### src/rtl/zjh_pkg.sv
`default_nettype none
// ============================================================================
// Module : zjh_pkg
// Brief  : Shared state encodings and sample width for the zjh accumulator.
// Rev    : 1.0  initial release
// ============================================================================
package zjh_pkg;

    localparam int SMP_W = 4;

    typedef enum logic {
        ST_ACC  = 1'b0,
        ST_DONE = 1'b1
    } state_t;

endpackage
`default_nettype wire

### src/rtl/zjh_sat_add.sv
`default_nettype none
// ============================================================================
// Module : zjh_sat_add
// Brief  : Combinational saturating add of a 4-bit signed sample into an
//          SUM_W-bit signed accumulator, with a clamp-engaged flag.
// Rev    : 1.0  initial release
// ============================================================================
module zjh_sat_add
    import zjh_pkg::*;
#(
    parameter int SUM_W = 8
) (
    input  logic [SUM_W-1:0] i_acc,
    input  logic [SMP_W-1:0] i_sample,
    output logic [SUM_W-1:0] o_result,
    output logic             o_sat
);

    logic [SUM_W:0] w_acc_ext;
    logic [SUM_W:0] w_smp_ext;
    logic [SUM_W:0] w_sum;

    assign w_acc_ext = {i_acc[SUM_W-1], i_acc};
    assign w_smp_ext = {{(SUM_W+1-SMP_W){i_sample[SMP_W-1]}}, i_sample};
    assign w_sum     = w_acc_ext + w_smp_ext;

    // The wide sum cannot overflow; the top two bits differ only when the
    // true result is outside the SUM_W-bit range, and the MSB gives its sign.
    always_comb begin
        o_sat    = (w_sum[SUM_W] != w_sum[SUM_W-1]);
        o_result = w_sum[SUM_W-1:0];
        if (o_sat) begin
            if (w_sum[SUM_W]) begin
                o_result = {1'b1, {(SUM_W-1){1'b0}}};
            end else begin
                o_result = {1'b0, {(SUM_W-1){1'b1}}};
            end
        end
    end

endmodule
`default_nettype wire

### src/rtl/zjh_cc_acc.sv
`default_nettype none
// ============================================================================
// Module : zjh_cc_acc
// Brief  : Frame accumulator: sums N_SAMPLES signed 4-bit samples with
//          saturation and hands the result out over valid/ready.
// Rev    : 1.0  initial release
// ============================================================================
module zjh_cc_acc
    import zjh_pkg::*;
#(
    parameter int N_SAMPLES = 4,
    parameter int SUM_W     = 8
) (
    input  logic             clk,
    input  logic             rst,
    input  logic             clr,
    input  logic             in_valid,
    output logic             in_ready,
    input  logic [SMP_W-1:0] A,
    output logic             out_valid,
    input  logic             out_ready,
    output logic [SUM_W-1:0] SUM,
    output logic             OVF,
    output logic [3:0]       CNT
);

    localparam logic [3:0] C_LAST = 4'(N_SAMPLES - 1);

    state_t           r_state;
    state_t           w_state_nxt;
    logic [SUM_W-1:0] r_sum;
    logic [SUM_W-1:0] w_sum_nxt;
    logic             r_ovf;
    logic             w_ovf_nxt;
    logic [3:0]       r_cnt;
    logic [3:0]       w_cnt_nxt;

    logic [SUM_W-1:0] w_sat_sum;
    logic             w_sat;
    logic             w_accept;
    logic             w_unload;

    zjh_sat_add #(
        .SUM_W (SUM_W)
    ) u_sat_add (
        .i_acc    (r_sum),
        .i_sample (A),
        .o_result (w_sat_sum),
        .o_sat    (w_sat)
    );

    assign in_ready  = (r_state == ST_ACC);
    assign out_valid = (r_state == ST_DONE);
    assign w_accept  = in_valid && in_ready;
    assign w_unload  = out_ready && out_valid;

    always_comb begin
        w_state_nxt = r_state;
        w_sum_nxt   = r_sum;
        w_ovf_nxt   = r_ovf;
        w_cnt_nxt   = r_cnt;
        // clr outranks both handshakes: the in-flight sample and any pending
        // result are both thrown away.
        if (clr) begin
            w_state_nxt = ST_ACC;
            w_sum_nxt   = '0;
            w_ovf_nxt   = 1'b0;
            w_cnt_nxt   = '0;
        end else if (w_accept) begin
            w_sum_nxt = w_sat_sum;
            w_ovf_nxt = r_ovf | w_sat;
            w_cnt_nxt = r_cnt + 4'd1;
            if (r_cnt == C_LAST) begin
                w_state_nxt = ST_DONE;
            end
        end else if (w_unload) begin
            w_state_nxt = ST_ACC;
            w_sum_nxt   = '0;
            w_ovf_nxt   = 1'b0;
            w_cnt_nxt   = '0;
        end
    end

    always_ff @(posedge clk) begin
        if (rst) begin
            r_state <= ST_ACC;
            r_sum   <= '0;
            r_ovf   <= 1'b0;
            r_cnt   <= '0;
        end else begin
            r_state <= w_state_nxt;
            r_sum   <= w_sum_nxt;
            r_ovf   <= w_ovf_nxt;
            r_cnt   <= w_cnt_nxt;
        end
    end

    assign SUM = r_sum;
    assign OVF = r_ovf;
    assign CNT = r_cnt;

endmodule
`default_nettype wire

### config.mk
export PLATFORM = sky130hd
export DESIGN_NAME = zjh_cc_acc
export DESIGN_NICKNAME = d
export VERILOG_FILES = /design/src/rtl/zjh_pkg.sv /design/src/rtl/zjh_sat_add.sv /design/src/rtl/zjh_cc_acc.sv
export SDC_FILE = /design/constraint.sdc
export NUM_CORES = 1
export LEC_CHECK = 0
export ABC_AREA = 1
export BUFFER_PORTS_ARGS = -buffer_cell sky130_fd_sc_hd__buf_2
export CAP_MARGIN = 10
export CORE_MARGIN = 8
export CORE_UTILIZATION = 47
export CTS_CLUSTER_SIZE = 24
export DETAILED_ROUTE_END_ITERATION = 10
export PLACE_DENSITY = 0.74
export SYNTH_ARGS = -nofsm -noshare
export SYNTH_HDL_FRONTEND = slang
export SYNTH_SLANG_ARGS = --single-unit
### constraint.sdc
create_clock -name clk -period 1.9 [get_ports clk]
set_input_delay 0.095 -clock clk [delete_from_list [all_inputs] [get_ports clk]]
set_output_delay 0.095 -clock clk [all_outputs]
set_load 0.05 [all_outputs]
==> impl_results.md <==
* Clock root buffer: clkbuf_4
* Syn nets at between 150 and 200
* Fmax at between 500 and 600 MHz
* CP startpoint kind: flop
* Critical path arrival at 2.12 ns
* Power Total at between 0.8 and 0.9 mW
* Initial antenna violation count at 0
* GRT overflow at 0
* Adder and majority cell fraction of the synthesized area at 12.74%
* Placed cell areas at between 1000 and 1500 um^2
* Ratio of cells with drive above 1 in the final layout at about 41%
* Yosys cell types at 23
* Clock-pin slew on the worst setup and hold paths at ~0.08 ns
* Max-slew headroom at around two thirds
* Hold-fix buffer count after cts at 0
* Post-route ant nets at 0
* Leak at between 0.6 and 0.7 nW
* Largest family of logic cells by synthesized area: simple AND/OR/NAND/NOR gates
* Synthesized instance count at about 160
* CTS max path bufs at 2
* # port buffers at 23
* IO Pins at 24
* Global-route wire length before repair at around 4.6 mm
* Antenna diodes at 0
* Clk_lat worst skew at roughly 0.28 ns
* Post-Syn Area per Cell at 6.716 um^2
* Vias/cell at ~5.1
* Failing checks: setup timing
* Die X-Extent at about 63 um
* Tmin final at approximately 1.9 ns
* Simple logic cell fraction of the synthesized area at between 30% and 40%
* Worst clock skew at about 0.0058 ns
* Gr usage total at ~14%
* CTS Buf Count at 3
* Power density cells at 586.5 nW/um^2
* Xor and xnor area share after synthesis at 2.524%
* Detailed Routing Iterations Pass 1 at 4
* Crit-path cells: ha_4 -> fa_2 -> nand2_2 -> nand2_2 -> nand3_4 -> nand2_2 -> nand2_2 -> nand2_4 -> a21oi_4 -> nand2_1 -> a21oi_2
* Clk sinks at 14
* Initial core utilization at roughly half
* Final WS setup at -0.004842 ns
* Mapped Area at around 1000 um^2
* R2R depth at 11
* DRC at 0
* Initial DRC count at 34
* CTS tree: done
* Routed Wire Length at 2.808 mm
* CP most frequent cell: nand2_2
* Die height at about 63 um
* Maximum vdd drop at approximately 0.33 mV
* Hold_ws at 0.08081 ns
* Multiplexer area fraction after synthesis at 0%
* Critical path class: reg2reg
* Post-route setup TNS at -0.004842 ns
* NumNets Final at between 200 and 250
* Synth Area in Compound Gates at between 10% and 20%
* Final instance area at 1384 um^2
* H-tree depth at 1
* Worst-Margin Slew at between 0.4 and 0.5 ns
* Worst Hold Class: in2reg
* Largest net degree at the start of global routing at 13
* Largest fanout on the critical path at 7
* Status: finished with violations
* Core area at around 2100 um^2
* Hold depth at 3
* Hpwl dp at 2.069 mm
* Final core occ at between 60% and 70%
* RSZ-0062 raised after global routing: true
* Sequential area share after synthesis at 26.92%
* CP endpoint kind: flop
* Total of max-cap violations at 0
* Crit path required time at around 2.1 ns
* Vias at about 1100
* Final worst path period share at 100.3%
* Final GP Congestion at 0.8778
* Die ar. at slightly below 4000 um^2
* Layout area overhead at 32.93%
* Final hold viol count at 0
* Worst stage delay on the critical path at 0.36 ns
* CP max stage cell: dfxtp_4
* FP Rows at 17
* Yosys synthesis warning count at 0
* Synthesized flop and latch total at 14
* Slew Limit Fails at 0
* Vias in the first global route at roughly 1100
* # setup viols final at 1
* Avg WL per Cell at ~13 um
-- cells by family (layout without fill, tap and decap cells) --
family,count (synthesis),after routing
AOI/OAI and AO/OA,19,19
and+or+nand+nor,89,89
adders and majority gates,10,10
buffers and inverters,20,53
DFF,14,14
xor gates and xnor gates,3,3
-- routing by layer --
| metal | vias to the layer above | wire (um) | track usage [%] | share of wire (%) |
|---|---|---|---|---|
| met2 | 33 | 1430 | 24.33 | 51 |
| li1 | 566 | - | - | - |
| met1 | 504 | 1153 | 14.64 | 41 |
| met4 | 0 | 72 | 7.123 | 2.6 |
| met3 | 8 | 151 | 5.830 | 5.4 |
| met5 | - | 0 | 0 | 0 |
-- cells in the mapped netlist --
master	number	area, um^2
nand3b_1	1	7.510
dfxtp_1	14	280.3
nor2_2	2	12.51
a21oi_1	7	35.03
nand4_1	2	12.51
fa_1	1	20.02
a211oi_1	2	15.01
nand3_1	13	65.06
inv_1	19	71.32
nand2_2	5	31.28
nand3_2	1	10.01
o21ai_0	1	5.000
xnor2_1	2	17.52
nor3_1	1	5.000
a21oi_4	1	16.27
a21oi_2	7	61.31
o21a_1	1	7.510
nand2_1	57	214.0
ha_1	9	112.6
clkbuf_1	1	3.750
nor2_1	6	22.52
xor2_1	1	8.760
or2_1	1	6.260
-- state kept, by name, indices dropped and copies added (netlist names) --
name,flops
CNT,4
OVF,1
SUM,8
out_valid,1
-- layout by cell type (no fill, tap or decap), drive strengths merged --
cell type / count
nor3: 1
a211oi: 2
or2: 1
nand4: 2
inv: 19
xnor2: 2
nand3: 14
o21a: 1
xor2: 1
buf: 30
nand3b: 1
dfxtp: 14
fa: 1
ha: 9
o21ai: 1
clkbuf: 4
nand2: 62
a21oi: 15
nor2: 8
-- worst max-delay path: cells and delay by family (launching register included) --
family	cells	cell delay (ns)
simple gates	7	0.58
fa+ha+maj	2	0.50
compound gates	2	0.40
flops	1	0.36
-- metrics by stage --
step	cells	setup slack, ns
floorplan	155	0.001116
detailed placement	207	-0.06332
CTS	215	0.003003
finish	216	-0.004842
global placement	207	0.02231
global route	216	-0.08051
-- worst paths after layout --
check          from        end  slack, ns
max          SUM[0]     SUM[0]     -0.005
min             clr  out_valid       0.08
max reg2reg  SUM[0]     SUM[0]     -0.005
min reg2reg  SUM[5]     SUM[5]       0.50
-- power breakdown --
| part | switching [mW] | internal (mW) |
|---|---|---|
| clock network | 0.0971 | 0.0816 |
| logic | 0.200 | 0.113 |
| registers | 0.0137 | 0.306 |
| total | 0.311 | 0.501 |
-- area by class of cell --
class	count	area, um^2
multi-input cells	121	790.8
flip-flops and latches	14	292.8
inverters	19	71.32
repair buffers	30	167.7
well taps	28	35.03
clock buffers	4	26.28
fillers	189	764.5
-- what timing repair did --
item / in CTS / in global routing
endpoints found under the hold margin: 0 / 0
setup buffers: 4 / 1
gates resized for setup: 6 / 18
endpoints found under the setup margin: 8 / 8
pin swaps: 5 / 11
No activity file was read; power rests on OpenSTA's default activity.
